`src/rtl/xcore_pkg.sv`:
```
// Shared types for the XCore transmit path: frame width, frame type and the
// transmit-queue handshake states.
package xcore_pkg;

    localparam int FRAME_W = 12;

    typedef enum logic [1:0] {
        IDLE,
        REQ,
        ACK_LOW
    } tx_q_state_t;

    typedef logic [FRAME_W-1:0] xframe_t;

endpackage

```
`src/rtl/xcore_sync_fifo.sv`:
```
// Single-clock FIFO with a combinational head read. The synchronous flush
// empties it and overrides any push or pop in the same cycle.
module xcore_sync_fifo #(
    parameter int DEPTH = 4,
    parameter int WIDTH = 12
) (
    input  logic                       clk,
    input  logic                       rst_n,
    input  logic                       flush,
    input  logic                       push,
    input  logic                       pop,
    input  logic [WIDTH-1:0]           din,
    output logic [WIDTH-1:0]           dout,
    output logic [$clog2(DEPTH+1)-1:0] count,
    output logic                       full,
    output logic                       empty
);

    localparam int AW = $clog2(DEPTH);
    localparam int CW = $clog2(DEPTH+1);

    logic [WIDTH-1:0] mem_q [DEPTH];
    logic [AW-1:0]    wr_ptr_q, wr_ptr_d;
    logic [AW-1:0]    rd_ptr_q, rd_ptr_d;
    logic [CW-1:0]    count_q, count_d;
    logic             do_push, do_pop;

    assign full    = (count_q == CW'(DEPTH));
    assign empty   = (count_q == '0);
    assign do_push = push && !full;
    assign do_pop  = pop && !empty;

    always_comb begin
        wr_ptr_d = wr_ptr_q;
        rd_ptr_d = rd_ptr_q;
        count_d  = count_q;
        if (flush) begin
            wr_ptr_d = '0;
            rd_ptr_d = '0;
            count_d  = '0;
        end else begin
            // DEPTH is a power of two, so the pointers wrap on overflow.
            if (do_push) wr_ptr_d = wr_ptr_q + AW'(1);
            if (do_pop)  rd_ptr_d = rd_ptr_q + AW'(1);
            count_d = count_q + CW'(do_push) - CW'(do_pop);
        end
    end

    always_ff @(posedge clk) begin
        if (!rst_n) begin
            wr_ptr_q <= '0;
            rd_ptr_q <= '0;
            count_q  <= '0;
        end else begin
            wr_ptr_q <= wr_ptr_d;
            rd_ptr_q <= rd_ptr_d;
            count_q  <= count_d;
        end
    end

    always_ff @(posedge clk) begin
        if (do_push && !flush) mem_q[wr_ptr_q] <= din;
    end

    assign dout  = mem_q[rd_ptr_q];
    assign count = count_q;

endmodule

```
`src/rtl/xcore_tx_frame_queue.sv`:
```
// Frame queue in front of the XSerial transmit channel: buffers frames and
// launches them one at a time over the 4-phase frame_req/frame_ack handshake.
module xcore_tx_frame_queue #(
    parameter int DEPTH   = 4,
    parameter int FRAME_W = 12,
    parameter int CNT_W   = 16
) (
    input  logic                       xbus_clock,
    input  logic                       xbus_reset,
    input  logic [FRAME_W-1:0]         wr_frame,
    input  logic                       wr_valid,
    output logic                       wr_ready,
    input  logic                       flush,
    output logic [FRAME_W-1:0]         frame,
    output logic                       frame_req,
    input  logic                       frame_ack,
    input  logic                       halted,
    output logic [$clog2(DEPTH+1)-1:0] fifo_count,
    output logic                       busy,
    output logic                       overflow,
    output logic [CNT_W-1:0]           frames_sent
);
    import xcore_pkg::*;

    tx_q_state_t        state_q, state_d;
    logic [FRAME_W-1:0] frame_q, frame_d;
    logic               overflow_q, overflow_d;
    logic [CNT_W-1:0]   frames_sent_q, frames_sent_d;
    logic [FRAME_W-1:0] fifo_head;
    logic               fifo_full, fifo_empty;
    logic               launch, done;

    xcore_sync_fifo #(
        .DEPTH (DEPTH),
        .WIDTH (FRAME_W)
    ) u_fifo (
        .clk   (xbus_clock),
        .rst_n (xbus_reset),
        .flush (flush),
        .push  (wr_valid && wr_ready),
        .pop   (launch),
        .din   (wr_frame),
        .dout  (fifo_head),
        .count (fifo_count),
        .full  (fifo_full),
        .empty (fifo_empty)
    );

    assign wr_ready = !fifo_full;
    // A stale ack still high from the previous handshake holds off the launch.
    assign launch = (state_q == IDLE) && !fifo_empty && !halted && !flush && !frame_ack;
    assign done   = (state_q == ACK_LOW) && !frame_ack;

    always_ff @(posedge xbus_clock) begin
        if (!xbus_reset) state_q <= IDLE;
        else             state_q <= state_d;
    end

    always_comb begin
        state_d = state_q;
        case (state_q)
            IDLE:    if (launch)    state_d = REQ;
            REQ:     if (frame_ack) state_d = ACK_LOW;
            ACK_LOW: if (!frame_ack) state_d = IDLE;
            default: state_d = IDLE;
        endcase
    end

    always_comb begin
        frame_req = (state_q == REQ);
        busy      = (state_q != IDLE);
    end

    always_comb begin
        frame_d       = launch ? fifo_head : frame_q;
        frames_sent_d = frames_sent_q + CNT_W'(done);
        overflow_d    = overflow_q;
        if (flush)                      overflow_d = 1'b0;
        else if (wr_valid && !wr_ready) overflow_d = 1'b1;
    end

    always_ff @(posedge xbus_clock) begin
        if (!xbus_reset) begin
            frame_q       <= '0;
            overflow_q    <= 1'b0;
            frames_sent_q <= '0;
        end else begin
            frame_q       <= frame_d;
            overflow_q    <= overflow_d;
            frames_sent_q <= frames_sent_d;
        end
    end

    assign frame       = frame_q;
    assign overflow    = overflow_q;
    assign frames_sent = frames_sent_q;

endmodule

```
`config.mk`:
```
export PLATFORM = sky130hd
export DESIGN_NAME = xcore_tx_frame_queue
export DESIGN_NICKNAME = d
export VERILOG_FILES = /design/src/rtl/xcore_pkg.sv /design/src/rtl/xcore_sync_fifo.sv /design/src/rtl/xcore_tx_frame_queue.sv
export SDC_FILE = /design/constraint.sdc
export NUM_CORES = 1
export LEC_CHECK = 0
export ABC_AREA = 1
export BUFFER_PORTS_ARGS = -buffer_cell sky130_fd_sc_hd__buf_2
export CORE_UTILIZATION = 40
export DETAILED_ROUTE_END_ITERATION = 6
export HOLD_SLACK_MARGIN = 0.08
export PLACE_DENSITY = 0.66
export SYNTH_ARGS = -nofsm -noshare
export SYNTH_HDL_FRONTEND = slang
export SYNTH_SLANG_ARGS = --single-unit
```
`constraint.sdc`:
```
create_clock -name xbus_clock -period 5 [get_ports xbus_clock]
set_input_delay 1 -clock xbus_clock [delete_from_list [all_inputs] [get_ports xbus_clock]]
set_output_delay 1 -clock xbus_clock [all_outputs]
set_load 0.01 [all_outputs]
```
==> insert_results.sql, run 1 <==
INSERT INTO impl_metrics (metric_group, metric, value, unit) VALUES
('outcome', 'run_status', 'completed', ''),
('cts', 'cts_buffers', '9', ''),
('power', 'reported_leakage_power', '1.77', 'nW'),
('floorplanning', 'die_area', '9520', 'sq um'),
('critical_path', 'cp-start-kind', 'input port', ''),
('logic_synthesis', 'synthSimpleGateAreaFrac', '0.192', ''),
('cts', 'clock_insertion_delay_worst_skew', '350', 'ps'),
('logic_synthesis', 'yosysSeqAreaShare', '0.603', ''),
('logic_synthesis', 'post_synth_xor_area_fraction', '0.00719', ''),
('min_path', 'hold-path-endpoint', 'overflow', ''),
('logic_synthesis', 'synth_edf_count', '48', ''),
('sta', 'setup_viol', '0', ''),
('layout', 'final_layout_size_suffix_gt1_frac', '0.170', ''),
('critical_path', 'crit_path_end_kind', 'register', ''),
('floorplanning', 'std_cell_rows', '34', ''),
('cts', 'cts_repair_resize_count', '0', ''),
('cts', 'htree_levels', '3', ''),
('logic_synthesis', 'synth_top_family_by_area', 'simple AND/OR/NAND/NOR gates', ''),
('detailed_routing', 'drc', '0', ''),
('critical_path', 'worstPathMaxFanout', '29', ''),
('logic_synthesis', 'synthAdderAreaFrac', '0.0329', ''),
('layout', 'multi_input_comb_area', '1160', 'sq um'),
('logic_synthesis', 'synth_compound_area_frac', '0.0859', ''),
('global_route', 'grt_start_max_net_pins', '30', ''),
('sta', 'min_period_over_period', '0.555', ''),
('logic_synthesis', 'synthesized_nets', '425', ''),
('critical_path', 'critical-path-slowest-cell', 'nand2_2', ''),
('critical_path', 'critical_path.reg2reg.endpoint', 'u_fifo.count[2]', ''),
('min_path', 'holdCritPathClass', 'reg -> reg', ''),
('detailed_routing', 'route.met3.wl', '315', 'um'),
('cts', 'clock_sink_count', '86', ''),
('placed_design', 'hpwl', '4600', 'um'),
('power', 'power.density_cell_area', '310', 'nW/um^2'),
('critical_path', 'critical_path.top_delay_family', 'adder cells', ''),
('detailed_routing', 'met2_length', '3260', 'um'),
('sta', 'rsz0062_at_grt', 'false', ''),
('logic_synthesis', 'synthesis.area_per_instance', '9.18', 'sq um'),
('detailed_routing', 'drt-total-wl', '6840', 'um'),
('sta', 'totalNegativeSetupSlack', '0', 'ps'),
('critical_path', 'reg2reg_depth', '11', ''),
('detailed_routing', 'drt.antenna.violating_nets', '0', ''),
('critical_path', 'crit_required', '5240', 'ps'),
('global_route', 'track_usage', '0.153', ''),
('detailed_routing', 'drt_first_pass_iters', '4', ''),
('critical_path', 'crit_top_cell', 'inv_1', ''),
('critical_path', 'r2r_setup_slack', '2570', 'ps'),
('layout', 'fin_cells', '561', ''),
('power', 'maximum_resistive_drop_on_vdd', '0.193', 'mV'),
('global_route', 'grt_antenna_before_repair', '0', ''),
('sta', 'timing.slew.headroom', '0.230', ''),
('logic_synthesis', 'synth_ff_type', 'edfxtp_1', ''),
('cts', 'cts_max_path_buffers', '2', ''),
('layout', 'regArea', '2200', 'sq um'),
('global_route', 'grt_overflow', '0', ''),
('global_route', 'grt_first_pass_wirelength', '11500', 'um'),
('floorplanning', 'die_width', '97.6', 'um'),
('sta', 'post-route-min-period', '2780', 'ps'),
('placed_design', 'buffer_ports.inserted', '52', ''),
('sta', 'worst_slew_pin_slew', '1150', 'ps'),
('critical_path', 'timing.critical_path.arrival', '3010', 'ps'),
('cts', 'clk_root_buffer_cell', 'clkbuf_8', ''),
('critical_path', 'crit_type', 'in -> reg', ''),
('cts', 'tritoncts', 'done', ''),
('floorplanning', 'top_level_ports', '53', ''),
('critical_path', 'critical_path_buffers_and_inverters', '4', ''),
('detailed_routing', 'topRoutingLayerUsed', 'met4', ''),
('cts', 'holdBufCountCts', '0', ''),
('floorplanning', 'floorplan.initialDensity', '0.417', ''),
('layout', 'post-route-util', '0.474', ''),
('critical_path', 'cp_cell_sequence', 'buf_2 > inv_1 > nand2_1 > nor2_4 > nand2_2 > inv_1 > ha_1 > inv_1 > ha_1 > fa_1 > xor2_1 > o21ai_0 > a21oi_1', ''),
('layout', 'mostFrequentLayoutCells', 'nor2_1, nand2_1, buf_2', '');
report_power, final:
| group | total [mW] | internal (mW) | switching (mW) |
|---|---|---|---|
| logic | 0.0558 | 0.0188 | 0.0370 |
| registers | 0.763 | 0.758 | 0.00531 |
| clock network | 0.467 | 0.230 | 0.238 |
how the worst max path moves through the flow:
stage,start,end,cells past startpoint
after global placement,frame_ack,u_fifo.count[2],13
after global routing,frame_ack,u_fifo.count[2],13
after CTS,frame_ack,u_fifo.count[2],13
final,frame_ack,u_fifo.count[2],13
after detailed placement,frame_ack,u_fifo.count[2],13
after floorplan,frame_ack,u_fifo.count[2],14
stage by stage:
stage / area (sq um) / total power [mW]
2_1_floorplan: 3650 / 0.812
3_3_place_gp: 3970 / 0.834
3_5_place_dp: 3970 / 0.836
4_1_cts: 4150 / 1.30
5_1_grt: 4150 / 1.34
6_report: 4150 / 1.29
state kept, by name, summed over array words and instances, names as in the netlist:
name             flops
frame               12
frames_sent         16
overflow             1
state_q              2
u_fifo.count         3
u_fifo.mem_q        48
u_fifo.rd_ptr_q      2
u_fifo.wr_ptr_q      2
routing by layer:
layer | track usage | up-vias
li1 | - | 1382
met2 | 0.258 | 57
met3 | 0.0489 | 4
met4 | 0.0249 | 0
met5 | 0 | -
met1 | 0.194 | 1176
cells in the mapped netlist (3+ instances only):
cell	n	area share
nor2_1	87	0.089
buf_2	5	0.0068
inv_1	51	0.052
o21ai_0	38	0.052
o21ai_1	5	0.0068
nand4_1	5	0.0086
nand2_1	64	0.066
buf_6	3	0.0092
nand3_1	9	0.012
a21oi_1	15	0.021
edfxtp_1	48	0.39
buf_4	3	0.0062
dfxtp_1	38	0.21
ha_1	8	0.027
inv_2	4	0.0041
logic make-up (layout without fill, tap and decap cells):
family,count (synthesis),in the layout
AOI/OAI and AO/OA,61,61
xor gates and xnor gates,3,3
adders and majority gates,9,9
buffers and inverters,67,122
DFF,86,86
and+or+nand+nor,172,172
cell type report:
type,instances,area share
Clock buffer,10,0.0307
Clock inverter,5,0.0148
Inverter,55,0.0497
Multi-Input combinational cell,245,0.280
Sequential cell,86,0.530
Tap cell,108,0.0325
Timing Repair Buffer,52,0.0627
worst register-to-register path, cell delays in order, from the launching register on:
cell     delay [ps]
dfxtp_1         360
nor2_1          130
nand2_1          90
nand2_2         390
inv_1           100
ha_1            280
inv_1            40
ha_1            180
fa_1            370
xor2_1          160
o21ai_0         150
a21oi_1          50
No activity file was read; power rests on OpenSTA's default activity.
==> run 2: changes to the inputs <==
==> constraint.sdc (replaced) <==
create_clock -name xbus_clock -period 2.7 [get_ports xbus_clock]
set_input_delay 0.54 -clock xbus_clock [delete_from_list [all_inputs] [get_ports xbus_clock]]
set_output_delay 0.54 -clock xbus_clock [all_outputs]
set_load 0.01 [all_outputs]
==> insert_results.sql, run 2 (synthesized netlist as in run 1, its figures left out) <==
INSERT INTO impl_metrics (metric_group, metric, value, unit) VALUES
('outcome', 'run_status', 'completed', ''),
('power', 'power.internal', '1.81', 'mW'),
('layout', 'max_reg_flops', '48', ''),
('power', 'power.density_cell_area', '567', 'nW/um^2'),
('placed_design', 'place.gp.congestion', '0.766', ''),
('cts', 'postCtsSetupBuffers', '0', ''),
('sta', 'fmaxAchievable', '500', 'MHz'),
('cts', 'cts.reportedPaths.clkPinSlew', '90', 'ps'),
('critical_path', 'cp-start-kind', 'register', ''),
('critical_path', 'cp_cell_sequence', 'nor2_1 > nand2_1 > nand2_2 > inv_1 > ha_1 > inv_1 > ha_1 > fa_1 > xor2_1 > o21ai_0 > a21oi_1', ''),
('sta', 'setup_viol', '0', ''),
('power', 'power.share.switching', '0.238', ''),
('sta', 'rsz0062_at_grt', 'false', ''),
('detailed_routing', 'vias', '2716', ''),
('floorplanning', 'die_y', '97.6', 'um'),
('critical_path', 'crit_type', 'reg -> reg', ''),
('cts', 'cts_max_path_buffers', '2', ''),
('floorplanning', 'die_width', '97.6', 'um'),
('power', 'clockPowerShare', '0.361', ''),
('layout', 'final_layout_size_suffix_gt1_frac', '0.184', ''),
('floorplanning', 'floorplan.initialDensity', '0.417', ''),
('critical_path', 'worst_path_largest_cell_delay', '370', 'ps'),
('critical_path', 'reg2reg_depth', '11', ''),
('sta', 'timing.clock.skew', '10.3', 'ps'),
('layout', 'final_common_cell', 'nor2_1', ''),
('sta', 'timing.hold.ws', '396', 'ps'),
('sta', 'max_slew_violations', '0', ''),
('min_path', 'worstHoldStart', 'wr_frame[4]', ''),
('cts', 'clk_root_buffer_cell', 'clkbuf_8', ''),
('min_path', 'hold-path-endpoint', 'u_fifo.mem_q[2][4]', ''),
('global_route', 'grt_overflow', '0', ''),
('sta', 'timing.slew.headroom', '0.533', ''),
('critical_path', 'reg2reg_from', 'u_fifo.count[2]', ''),
('global_route', 'grt_start_max_net_pins', '29', ''),
('min_path', 'holdCritPathClass', 'in -> reg', ''),
('layout', 'fillers', '847', ''),
('sta', 'totalNegativeSetupSlack', '0', 'ps'),
('detailed_routing', 'drt.antenna.violating_nets', '0', ''),
('sta', 'min_period_over_period', '0.741', ''),
('critical_path', 'timing.critical_path.arrival', '2250', 'ps'),
('layout', 'syn2layout_area_growth', '15.0', '%'),
('power', 'p_sw', '0.566', 'mW'),
('power', 'combinationalPowerShare', '0.046', ''),
('power', 'totalPowerFinal', '2.38', 'mW'),
('global_route', 'first_global_vias', '2648', ''),
('sta', 'hold_viol_final', '0', ''),
('placed_design', 'buffer_ports.inserted', '52', ''),
('cts', 'cts_repair_resize_count', '0', ''),
('global_route', 'track_usage', '0.164', ''),
('detailed_routing', 'drt-wirelength-per-cell', '12.8', 'um'),
('sta', 'worst_slew_pin_slew', '700', 'ps'),
('critical_path', 'critical_path.reg2reg.endpoint', 'u_fifo.count[2]', ''),
('detailed_routing', 'viasPerCell', '4.77', ''),
('floorplanning', 'std_cell_rows', '34', ''),
('critical_path', 'r2r_setup_slack', '700', 'ps'),
('cts', 'clock_sink_count', '86', ''),
('cts', 'tritoncts', 'done', ''),
('global_route', 'grt_antenna_before_repair', '0', ''),
('floorplanning', 'top_level_ports', '53', ''),
('cts', 'clock_insertion_delay_worst_skew', '360', 'ps'),
('global_route', 'grt_first_pass_wirelength', '12300', 'um'),
('placed_design', 'placed_cells', '553', ''),
('layout', 'fin_cells', '569', ''),
('critical_path', 'crit_path_end_kind', 'register', ''),
('sta', 'post-route-min-period', '2000', 'ps'),
('cts', 'htree_levels', '3', ''),
('detailed_routing', 'first_iter_violations', '124', ''),
('layout', 'regArea', '2200', 'sq um'),
('detailed_routing', 'drt-total-wl', '7300', 'um'),
('power', 'maximum_resistive_drop_on_vdd', '0.355', 'mV'),
('cts', 'holdBufCountCts', '0', ''),
('power', 'power_frac_seq', '0.593', ''),
('layout', 'top_register', 'u_fifo.mem_q', ''),
('power', 'reported_leakage_power', '1.81', 'nW'),
('layout', 'count_of_antenna_diodes_in_the_layout', '0', ''),
('cts', 'cts_buffers', '9', ''),
('layout', 'finalNetCount', '483', ''),
('flow_run', 'max_cap_viol_count', '0', ''),
('floorplanning', 'core-area', '8760', 'sq um'),
('layout', 'multi_input_comb_area', '1160', 'sq um'),
('critical_path', 'critical-path-slowest-cell', 'fa_1', ''),
('detailed_routing', 'drt_first_pass_iters', '4', ''),
('critical_path', 'crit_required', '2950', 'ps'),
('min_path', 'min_path_cells', '1', ''),
('detailed_routing', 'drc', '0', ''),
('placed_design', 'hpwl', '4920', 'um'),
('layout', 'mostFrequentLayoutCells', 'nor2_1, nand2_1, buf_2', ''),
('floorplanning', 'die_area', '9520', 'sq um'),
('critical_path', 'worstPathMaxFanout', '5', '');
[run 2: cell count changes in the layout (fill, tap and decap cells not counted)]
cell	previous run	this run
inv_8	0	1
inv_6	0	2
clkinv_4	3	1
clkinvlp_2	1	0
bufinv_16	1	0
buf_4	0	7
clkinv_2	0	1
clkbuf_8	9	10
[run 2: how the worst max path moves through the flow]
stage,startpoint,to,slack [ps]
global route,u_fifo.count[2],u_fifo.count[2],570
finish,u_fifo.count[2],u_fifo.count[2],700
floorplan,frame_ack,u_fifo.count[2],370
global placement,frame_ack,u_fifo.count[2],470
detailed placement,frame_ack,u_fifo.count[2],420
CTS,u_fifo.count[2],u_fifo.count[2],710
[run 2: stage by stage]
stage / utilization / cell area (sq um) / worst slack, ps
after floorplan: - / 3650 / 366
after global placement: 0.458 / 4020 / 471
after detailed placement: 0.458 / 4020 / 422
after CTS: 0.479 / 4200 / 714
after global routing: 0.479 / 4200 / 570
final: 0.479 / 4200 / 700
[run 2: cell type report]
class	instances	area share
Clock buffer	11	0.0337
Clock inverter	5	0.0101
Inverter	55	0.0491
Multi-Input combinational cell	245	0.276
Sequential cell	86	0.524
Tap cell	108	0.0322
Timing Repair Buffer	59	0.0744
[run 2: routing by layer]
metal,vias up,wire (um),GRT usage
li1,1393,-,-
met1,1244,3380,0.192
met2,69,3460,0.286
met3,10,388,0.0561
met4,0,76,0.0419
met5,-,0,0
[run 2: critical path, delay by kind of cell, from the launching register on]
kind	cells	cell delay, ps
AOI/OAI and AO/OA	2	220
xor gates and xnor gates	1	160
adders and majority gates	3	810
buffers and inverters	2	80
DFF	1	360
and+or+nand+nor	3	270
[run 2: power by group through the flow]
stage / clock network [mW] / registers, mW / logic (mW)
2_1_floorplan: 0 / 1.44 / 0.0598
3_3_place_gp: 0 / 1.44 / 0.107
3_5_place_dp: 0 / 1.44 / 0.110
4_1_cts: 0.879 / 1.41 / 0.111
5_1_grt: 0.934 / 1.41 / 0.126
6_report: 0.859 / 1.41 / 0.110
